===== src/rtl/pipe_pkg.sv =====
// Shared widths, control-bundle bit positions and packet sizing for pipeline-stage latches.
package pipe_pkg;

   localparam int PIPE_DATA_W   = 16;
   localparam int PIPE_NUM_DATA = 4;
   localparam int PIPE_CTRL_W   = 11;
   localparam int PIPE_REG_W    = 3;

   // Bit positions inside the control bundle carried alongside the data lanes.
   localparam int CTRL_REGWRITE  = 0;
   localparam int CTRL_DMEMWRITE = 1;
   localparam int CTRL_DMEMEN    = 2;
   localparam int CTRL_MEMTOREG  = 3;
   localparam int CTRL_DMEMDUMP  = 4;
   localparam int CTRL_BRANCH    = 5;
   localparam int CTRL_JUMP      = 6;
   localparam int CTRL_BRPCEN    = 7;
   localparam int CTRL_BORJ      = 8;
   localparam int CTRL_RDRS      = 9;
   localparam int CTRL_RDRT      = 10;

   typedef enum logic [1:0] {
      OCC_EMPTY = 2'd0,
      OCC_ONE   = 2'd1,
      OCC_FULL  = 2'd2
   } occ_t;

   function automatic int pkt_w(input int num_data, input int data_w,
                                input int ctrl_w, input int reg_w);
      return num_data * data_w + ctrl_w + reg_w;
   endfunction

   localparam int PIPE_PKT_W = pkt_w(PIPE_NUM_DATA, PIPE_DATA_W, PIPE_CTRL_W, PIPE_REG_W);

endpackage


===== src/rtl/pipe_entry_reg.sv =====
// One packet slot: payload register with load enable plus a valid bit updated every cycle.
module pipe_entry_reg #(
   parameter int PKT_W = 78
) (
   input  logic             clk,
   input  logic             rst,
   input  logic             load,
   input  logic             valid_nxt,
   input  logic [PKT_W-1:0] data_nxt,
   output logic             valid,
   output logic [PKT_W-1:0] data
);

   always_ff @(posedge clk or negedge rst) begin
      if (!rst) begin
         valid <= 1'b0;
         data  <= '0;
      end else begin
         valid <= valid_nxt;
         if (load) begin
            data <= data_nxt;
         end
      end
   end

endmodule


===== src/rtl/pipe_stage_latch.sv =====
// Pipeline-stage register with valid/ready handshake, 2-entry skid buffer and synchronous flush.
module pipe_stage_latch
   import pipe_pkg::*;
#(
   parameter int DATA_W   = PIPE_DATA_W,
   parameter int NUM_DATA = PIPE_NUM_DATA,
   parameter int CTRL_W   = PIPE_CTRL_W,
   parameter int REG_W    = PIPE_REG_W
) (
   input  logic                       clk,
   input  logic                       rst,
   input  logic                       in_valid,
   output logic                       in_ready,
   input  logic [NUM_DATA*DATA_W-1:0] in_data,
   input  logic [CTRL_W-1:0]          in_ctrl,
   input  logic [REG_W-1:0]           in_wreg,
   input  logic                       flush,
   output logic                       out_valid,
   input  logic                       out_ready,
   output logic [NUM_DATA*DATA_W-1:0] out_data,
   output logic [CTRL_W-1:0]          out_ctrl,
   output logic [REG_W-1:0]           out_wreg,
   output logic [1:0]                 occupancy
);

   // Handshake: a packet moves across a port on a rising edge where valid and ready
   // are both high; in_ready comes straight from the skid valid flop, never from out_ready.

   localparam int LANES_W = NUM_DATA * DATA_W;
   localparam int PKT_W   = pkt_w(NUM_DATA, DATA_W, CTRL_W, REG_W);

   logic             main_valid, skid_valid;
   logic             main_valid_nxt, skid_valid_nxt;
   logic             main_load, skid_load, main_from_skid;
   logic             acc, drain;
   logic [PKT_W-1:0] in_pkt, main_pkt, skid_pkt, main_d;
   occ_t             occ;

   assign in_pkt   = {in_data, in_ctrl, in_wreg};
   assign in_ready = !skid_valid;
   assign acc      = in_valid & in_ready;
   assign drain    = main_valid & out_ready;

   always_comb begin
      main_valid_nxt = main_valid;
      skid_valid_nxt = skid_valid;
      main_load      = 1'b0;
      skid_load      = 1'b0;
      main_from_skid = 1'b0;
      if (flush) begin
         main_valid_nxt = 1'b0;
         skid_valid_nxt = 1'b0;
      end else if (skid_valid) begin
         // in_ready is low here, so nothing can be accepted alongside the skid move.
         if (drain) begin
            main_load      = 1'b1;
            main_from_skid = 1'b1;
            main_valid_nxt = 1'b1;
            skid_valid_nxt = 1'b0;
         end
      end else if (!main_valid || drain) begin
         main_load      = acc;
         main_valid_nxt = acc;
      end else if (acc) begin
         skid_load      = 1'b1;
         skid_valid_nxt = 1'b1;
      end
   end

   assign main_d = main_from_skid ? skid_pkt : in_pkt;

   pipe_entry_reg #(.PKT_W(PKT_W)) u_main (
      .clk       (clk),
      .rst       (rst),
      .load      (main_load),
      .valid_nxt (main_valid_nxt),
      .data_nxt  (main_d),
      .valid     (main_valid),
      .data      (main_pkt)
   );

   pipe_entry_reg #(.PKT_W(PKT_W)) u_skid (
      .clk       (clk),
      .rst       (rst),
      .load      (skid_load),
      .valid_nxt (skid_valid_nxt),
      .data_nxt  (in_pkt),
      .valid     (skid_valid),
      .data      (skid_pkt)
   );

   // Stale payload stays in the main register after a drain or flush; masking hides it.
   assign out_valid = main_valid;
   assign out_data  = main_pkt[PKT_W-1 -: LANES_W];
   assign out_ctrl  = main_valid ? main_pkt[REG_W +: CTRL_W] : '0;
   assign out_wreg  = main_valid ? main_pkt[REG_W-1:0] : '0;

   always_comb begin
      case ({main_valid, skid_valid})
         2'b00:   occ = OCC_EMPTY;
         2'b11:   occ = OCC_FULL;
         default: occ = OCC_ONE;
      endcase
   end

   assign occupancy = occ;

endmodule


===== config.mk =====
export PLATFORM = sky130hd
export DESIGN_NAME = pipe_stage_latch
export DESIGN_NICKNAME = d
export VERILOG_FILES = /design/src/rtl/pipe_pkg.sv /design/src/rtl/pipe_entry_reg.sv /design/src/rtl/pipe_stage_latch.sv
export SDC_FILE = /design/constraint.sdc
export NUM_CORES = 1
export LEC_CHECK = 0
export CORE_ASPECT_RATIO = 1.5
export CORE_MARGIN = 4
export CORE_UTILIZATION = 55
export CTS_BUF_LIST = sky130_fd_sc_hd__clkbuf_2 sky130_fd_sc_hd__clkbuf_4 sky130_fd_sc_hd__clkbuf_8
export DETAILED_ROUTE_END_ITERATION = 8
export PLACE_DENSITY = 0.86
export SYNTH_ARGS = -nofsm -noshare
export SYNTH_HDL_FRONTEND = slang
export SYNTH_SLANG_ARGS = --single-unit

===== constraint.sdc =====
create_clock -name clk -period 3.5 [get_ports clk]
set_clock_uncertainty 0.2 [all_clocks]
set_input_delay 0.35 -clock clk [delete_from_list [all_inputs] [get_ports clk]]
set_output_delay 0.35 -clock clk [all_outputs]
set_load 0.02 [all_outputs]

==> results_dict.tcl, run 1 <==
set metrics [dict create \
    yosysWarnings 0 \
    vias 4208 \
    htree_levels 4 \
    slew_headroom_pct 17.34 \
    synth_top_area_share_pct 52.87 \
    io_pins 165 \
    synthTopCellsByArea "dfrtp_1 53%, mux2_2 32%, buf_4 6.7%, mux2_4 4.0%, and2_1 1.2%" \
    wl_mm 14.46 \
    initialDrtViolationCount 85 \
    via_per_inst 5.374 \
    fillCellCount 887 \
    clk_pin_slew_ps 80 \
    rsz0062_at_grt "false" \
    die-area_sq_um 15570 \
    grt_usage_pct 19.32 \
    drc_errors 0 \
    cts_tree "yes" \
    ys_types 20 \
    ys_ff_latch 158 \
    synth_edf_count 0 \
    status "finished, final reports clean" \
    finalHoldViolCount 0 \
    first_global_vias 4803 \
    clk_path_buf_depth 2 \
    cts_root_buffer "clkbuf_8" \
    gp_congestion 0.7688 \
    dpl_worst_slack_ps 586.8 \
    async_flop_share_pct 100.0 \
    finalSetupViolCount 0 \
    drt_first_pass_iters 4 \
    synth_fp_nets 595 \
    ir_worst_vdd_mv 0.3067 \
    cp-end-kind "register" \
    io_buffers 164 \
    numClockSinks 158 \
    p_per_area_nw_per_um2 590.5 \
    post_cts_resized 0 \
    initial_core_util_pct 56.89 \
    synth_cells 511 \
    path_class "reg2reg" \
    layout-drive-gt1-share_pct 44.23 \
    grt_pass1_wl_mm 23.39 \
    worst_slack_ps 989.1 \
    cp.required_ps 3610 \
    grt_max_degree 101 \
    chipHeight_um 150.8 \
    fin_nets 695 \
    cp-start-kind "register" \
    tightest_slew_ps 1240 \
    postCtsHoldBufs 1 \
    synth.largest_area_cell "dfrtp_1" \
    ys.flop_type "dfrtp_1" \
    synth_seq_area_share_pct 52.87 \
    postCtsSetupBuffers 0 \
    p_leak_nw 3.990 \
    multiInputGateArea_sq_um 2895 \
    antenna_found_initial 0 \
    path_max_fanout 78 \
    clock_latency_ps 430 \
    timing.final.crit_share_pct 71.74 \
    area_growth_pct 23.86 \
    fmax_mhz 398.3 \
    wire_per_inst_um 18.47 \
    arrival_ps 2620 \
    max_cap_viol_count 0 \
    rows 51 \
    overflow 0 \
    register_area_sq_um 3954 \
    die_x_um 103.2 \
    dp_hpwl_mm 9.915 \
    fin_crit_ps 2511 \
    final_max_slew_viol_count 0 \
    layout_commonest_cell "mux2_2" \
    layout_common_cells "214 x mux2_2, 163 x clkdlybuf4s50_1, 158 x dfrtp_1" \
    synth.cell_area_sq_um 7478 \
    final_antenna_net_count 0 \
    diodes 0 \
    fin_setup_tns_ps 0 \
    cts_inserted_buffers 17 \
    hold_class "reg2reg" \
    syn_avg_cell_area_sq_um 14.63 \
    fp.coreArea_sq_um 13150 \
]
==> cells by family (layout without fill, tap and decap cells) <==
| logic type | count (synthesis) | count (layout) | synth area share [%] |
|---|---|---|---|
| adders and majority gates | 1 | 1 | 0.1673 |
| AOI/OAI and AO/OA | 4 | 4 | 0.3680 |
| muxes | 234 | 234 | 36.24 |
| and+or+nand+nor | 21 | 21 | 1.790 |
| buffers and inverters | 93 | 206 | 8.566 |
| DFF | 158 | 158 | 52.87 |
==> layer usage <==
| metal | GRT usage [%] | wire length [um] | vias up |
|---|---|---|---|
| met5 | 0 | 0 | - |
| met4 | 7.259 | 216 | 0 |
| met3 | 5.806 | 1075 | 18 |
| met2 | 32.87 | 7327 | 134 |
| met1 | 22.77 | 5842 | 2127 |
| li1 | - | - | 1929 |
==> report_power, final <==
part | total [W] | switching, W | internal, W
sequential | 0.00253 | 0.000239 | 0.00229
combinational | 0.00144 | 0.000583 | 0.000854
clock | 0.00151 | 0.000693 | 0.000813
==> through the flow <==
| step | util (%) | total power, W | instance area [sq um] | std cells | hold WS [ps] |
|---|---|---|---|---|---|
| after floorplan | - | 0.003559 | 7478 | 511 | -145.6 |
| after global placement | 66.95 | 0.003929 | 8801 | 750 | 282.5 |
| after detailed placement | 66.95 | 0.004017 | 8801 | 750 | 290.0 |
| after CTS | 70.46 | 0.005539 | 9263 | 783 | 310.3 |
| after global routing | 70.46 | 0.005750 | 9263 | 783 | 321.1 |
| final | 70.46 | 0.005470 | 9263 | 783 | 307.0 |
==> cell usage after synthesis, types with 2 or more instances <==
cell type and n:
a21oi_1 2, inv_1 2, buf_2 14, buf_6 3
mux2_2 214, mux2_4 20, dfrtp_1 158, and2_1 14
clkbuf_1 7, buf_4 67
==> sequential cells by signal, summed over array words and instances (netlist names) <==
signal        cells
u_main.data      78
u_main.valid      1
u_skid.data      78
u_skid.valid      1
==> final cells by class <==
cell class                      count  share of cell area (%)
Clock inverter                     14                   2.202
Clock buffer                       18                   2.675
Tap cell                          159                   2.148
Multi-Input combinational cell    260                   31.26
Sequential cell                   158                   42.69
Inverter                            2                 0.08105
Timing Repair Buffer              172                   18.95
==> critical path: stages (launching register included) <==
cell	delay [ps]
dfrtp_1	470
nand2b_1	200
or4b_4	940
mux2_4	490
==> final timing paths <==
path	depth (start not counted)	slack, ps	end	start
worst max-delay path	3	990	u_skid.data[64]	u_skid.valid
worst min-delay path	1	310	u_main.data[45]	u_main.data[45]
worst max register to register	3	990	u_skid.data[64]	u_skid.valid
worst min register to register	1	310	u_main.data[45]	u_main.data[45]
max in group asynchronous	3	1900	u_skid.data[18]	rst
min in group asynchronous	2	380	u_skid.data[43]	rst
Note: power is estimated with default switching activity, not from simulation.
==> inputs of run 2 (changes only) <==
- CORE_UTILIZATION: 55 -> 53
- PLACE_DENSITY: 0.86 -> 0.83
- clock period: 3.5 -> 2.35 ns (I/O delays scaled with it)
==> run 2 against run 1 <==
Setup slack lost 870 ps. Combinational power grew 49%. Critical path depth shrank 1. Final cell count grew 0.77%. Wire length grew 2.5%. Sequential cell count is the same. Sequential share of layout area shrank 0.35 points. Die area grew 3.5%. Clock power grew 38%. Via count is essentially flat.
==> results_dict.tcl, run 2 (synthesis results as in run 1) <==
set metrics [dict create \
    antenna_found_initial 0 \
    io_buffers 164 \
    tightest_slew_ps 431.0 \
    cp-start-kind "register" \
    finalHoldViolCount 0 \
    diodes 0 \
    dp_hpwl_mm 10.24 \
    io_pins 165 \
    p_leak_nw 4.202 \
    layout_common_cells "214 x mux2_2, 157 x dfrtp_1, 151 x clkdlybuf4s50_1" \
    largestRegisters "u_main.data: 78 flops, u_skid.data: 78 flops" \
    cts_inserted_buffers 17 \
    cp.required_ps 1910 \
    die_x_um 105.0 \
    grt_max_degree 67 \
    final_antenna_net_count 0 \
    path_max_fanout 11 \
    chipHeight_um 153.5 \
    first_global_vias 4839 \
    fillCellCount 967 \
    register_area_sq_um 3955 \
    placedCellCount 757 \
    status "finished, final reports clean" \
    die-area_sq_um 16110 \
    fin_setup_tns_ps 0 \
    p_per_area_nw_per_um2 856.4 \
    initialDrtViolationCount 113 \
    slew_headroom_pct 71.26 \
    r2r_start "u_main.valid" \
    fp.coreArea_sq_um 13660 \
    clk_path_buf_depth 2 \
    cts_root_buffer "clkbuf_8" \
    layout_commonest_cell "mux2_2" \
    fmax_mhz 448.3 \
    instances_no_fill 789 \
    multiInputGateArea_sq_um 2895 \
    arrival_ps 1800 \
    wire_per_inst_um 18.78 \
    fin_crit_ps 2231 \
    initial_core_util_pct 54.73 \
    final_max_slew_viol_count 0 \
    clock_latency_ps 420 \
    drt_first_pass_iters 6 \
    cp-end-kind "primary output" \
    fin_nets 699 \
    timing.final.crit_share_pct 94.92 \
    rows 52 \
    path_class "reg2out" \
    max_cap_viol_count 0 \
    wl_mm 14.82 \
    power_w 0.008001 \
    cts_tree "yes" \
    clk_pin_slew_ps 80 \
    vias 4211 \
    postCtsSetupBuffers 0 \
    crit_start "u_main.valid" \
    gp_congestion 0.7590 \
    layout-drive-gt1-share_pct 44.66 \
    htree_levels 4 \
    hold_class "in2async" \
    rsz0062_at_grt "false" \
    ir_worst_vdd_mv 0.4289 \
    finalSetupViolCount 0 \
    numClockSinks 158 \
    area_growth_pct 24.93 \
    drc_errors 0 \
    via_per_inst 5.337 \
    overflow 0 \
    grt_pass1_wl_mm 24.49 \
    grt_usage_pct 18.84 \
]
## run 2: changes by cell type in the layout (fill, tap and decap cells not counted), sizes merged, moves of 2 or more
cell and delta:
clkinv +2, dlymetal6s2s +12, buf +4, clkdlybuf4s50 -12
inv -4
## run 2: timing repair
action | 4_1_cts | 5_1_grt
resized for setup | 1 | 12
setup endpoints to repair | 12 | 12
hold endpoints to repair | 158 | 0
hold buffers | 1 | 0
## run 2: layout make-up
cell class | instances | share of cell area, %
Clock buffer | 19 | 2.732
Clock inverter | 12 | 1.728
Inverter | 2 | 0.08035
Multi-Input combinational cell | 260 | 30.99
Sequential cell | 158 | 42.33
Tap cell | 162 | 2.170
Timing Repair Buffer | 176 | 19.97
## run 2: worst paths after layout
| path | endpoint | slack [ps] | depth (start not counted) |
|---|---|---|---|
| worst max-delay path | occupancy[0] | 120 | 2 |
| worst min-delay path | u_main.data[37] | 110 | 2 |
| worst max register to register | u_main.data[61] | 180 | 4 |
| worst min register to register | u_main.data[7] | 300 | 1 |
| max in group asynchronous | u_main.valid | 1120 | 3 |
| min in group clk | u_main.valid | 240 | 2 |
## run 2: critical path: stages, from the launching register on
cell and delay, ps:
dfrtp_2 480, ha_1 300, clkdlybuf4s50_1 590
## run 2: metrics by stage
| step | setup WS, ps | utilization [%] | instance area [sq um] | hold slack, ps |
|---|---|---|---|---|
| final | 119.3 | 68.38 | 9343 | 107.6 |
| after global routing | 28.03 | 68.38 | 9343 | 97.57 |
| after CTS | 2.472 | 68.16 | 9313 | 80.15 |
| after detailed placement | 35.27 | 65.03 | 8885 | -7.561 |
| after global placement | 87.65 | 65.03 | 8885 | -17.53 |
| after floorplan | 124.7 | - | 7478 | -260.6 |
## run 2: report_power, final
group	total (W)	switching, W	internal [W]
Combinational	0.00214	0.000867	0.00128
Clock	0.00208	0.000984	0.00110
Sequential	0.00378	0.000368	0.00341
## run 2: routing by layer
layer  wire (um)  up-vias  global-route usage (%)
met2        7677      129                   32.42
met5           0        -                       0
met4         136        0                   4.941
met1        6207     2142                   23.36
li1            -     1929                       -
met3         800       11                   5.274
==> inputs of run 3 (changes only) <==
- CTS_CLUSTER_DIAMETER: default -> 40
- HOLD_SLACK_MARGIN: default -> 0.15
==> run 3 against run 2 <==
Clock power barely moved. Clock-buffer cell count did not move. Global-route usage barely moved. Sequential cell count did not move. Largest power group unchanged.
==> results_dict.tcl, run 3 (synthesis results as in run 1) <==
set metrics [dict create \
    finalSetupViolCount 0 \
    die-area_sq_um 16110 \
    clk_pin_slew_ps 80 \
    timing.final.crit_share_pct 94.92 \
    io_buffers 164 \
    fillCellCount 966 \
    cp-end-kind "primary output" \
    status "finished, final reports clean" \
    max_cap_viol_count 0 \
    hold_class "in2reg" \
    overflow 0 \
    drc_errors 0 \
    wl_mm 14.84 \
    rows 52 \
    cts_tree "yes" \
    final_util_pct 68.45 \
    crit_start "u_main.valid" \
    gp_congestion 0.7590 \
    cp-start-kind "register" \
    die_x_um 105.0 \
    cts_root_buffer "clkbuf_8" \
    hp-start "flush" \
    layout_common_cells "214 x mux2_2, 157 x dfrtp_1, 151 x clkdlybuf4s50_1" \
    p_per_area_nw_per_um2 855.9 \
    cts_inserted_buffers 17 \
    drt_first_pass_iters 6 \
    via_per_inst 5.330 \
    first_global_vias 4845 \
    fin_nets 700 \
    rsz0062_at_grt "false" \
    multiInputGateArea_sq_um 2895 \
    dp_hpwl_mm 10.24 \
    arrival_ps 1800 \
    ir_worst_vdd_mv 0.4289 \
    layout-drive-gt1-share_pct 44.59 \
    fin_crit_ps 2231 \
    clock_latency_ps 420 \
    final_antenna_net_count 0 \
    grt_usage_pct 18.86 \
    finalHoldViolCount 0 \
    initialDrtViolationCount 108 \
    htree_levels 4 \
    initial_core_util_pct 54.73 \
    tightest_slew_ps 434.5 \
    io_pins 165 \
    register_area_sq_um 3955 \
    r2r_start "u_main.valid" \
    path_class "reg2out" \
    diodes 0 \
    clk_path_buf_depth 2 \
    grt_pass1_wl_mm 24.51 \
    path_max_fanout 11 \
    layout_commonest_cell "mux2_2" \
    cp.required_ps 1910 \
    final_max_slew_viol_count 0 \
    antenna_found_initial 0 \
    largestRegisters "u_main.data: 78 flops, u_skid.data: 78 flops" \
    grt_max_degree 67 \
    p_leak_nw 4.207 \
    numClockSinks 158 \
    fp.coreArea_sq_um 13660 \
    chipHeight_um 153.5 \
    fmax_mhz 448.3 \
    slew_headroom_pct 71.04 \
    wire_per_inst_um 18.78 \
    fin_setup_tns_ps 0 \
    vias 4211 \
    area_growth_pct 25.06 \
]
## run 3: changes by cell type in the layout (fill, tap and decap cells not counted)
cell / delta
dlygate4sd3_1: +1
## run 3: layout make-up
type	instances	area share [%]
clock inverter	12	1.726
multi-input combinational	260	30.96
tap	162	2.167
clock buffer	19	2.729
timing repair buffer	177	20.05
inverter	2	0.08027
sequential	158	42.29
## run 3: through the flow
stage / total power [W] / cells / area (sq um) / setup slack [ps] / hold WS, ps
after floorplan: 0.005301 / 511 / 7478 / 124.7 / -260.6
after global placement: 0.005871 / 757 / 8885 / 87.65 / -17.53
after detailed placement: 0.005998 / 757 / 8885 / 35.27 / -7.561
after CTS: 0.008101 / 790 / 9323 / 2.472 / 194.4
after global routing: 0.008406 / 790 / 9353 / 28.03 / 202.2
final: 0.008005 / 790 / 9353 / 119.5 / 237.6
## run 3: critical path, stage by stage (launching register included)
cell and delay (ps):
dfrtp_2 480, ha_1 300, clkdlybuf4s50_1 590
## run 3: timing repair
action | CTS | global route
resized for setup | 1 | 12
hold endpoints to repair | 158 | 0
setup endpoints to repair | 12 | 12
cloned | 0 | 0
setup buffers | 0 | 0
hold buffers | 2 | 0
## run 3: where the power goes
part / switching, W / internal [W] / leakage [nW]
Sequential: 0.000367 / 0.00341 / 1.90
Clock: 0.000987 / 0.00110 / 0.202
Combinational: 0.000868 / 0.00128 / 2.11
Total: 0.00222 / 0.00578 / 4.21
## run 3: path summary, 6_finish.rpt
kind                       slack [ps]  cells after the start               to
max                               120                      2     occupancy[0]
min                               240                      2     u_main.valid
max reg2reg                       180                      4  u_main.data[61]
min reg2reg                       310                      1  u_skid.data[24]
max in group asynchronous         580                      4     u_main.valid
min in group asynchronous         640                      3  u_main.data[37]
## run 3: metal layers
metal / share of wire [%] / GRT usage, %
met1: 42 / 23.36
met2: 52 / 32.48
met3: 5.2 / 5.274
met4: 0.94 / 4.941
met5: 0 / 0
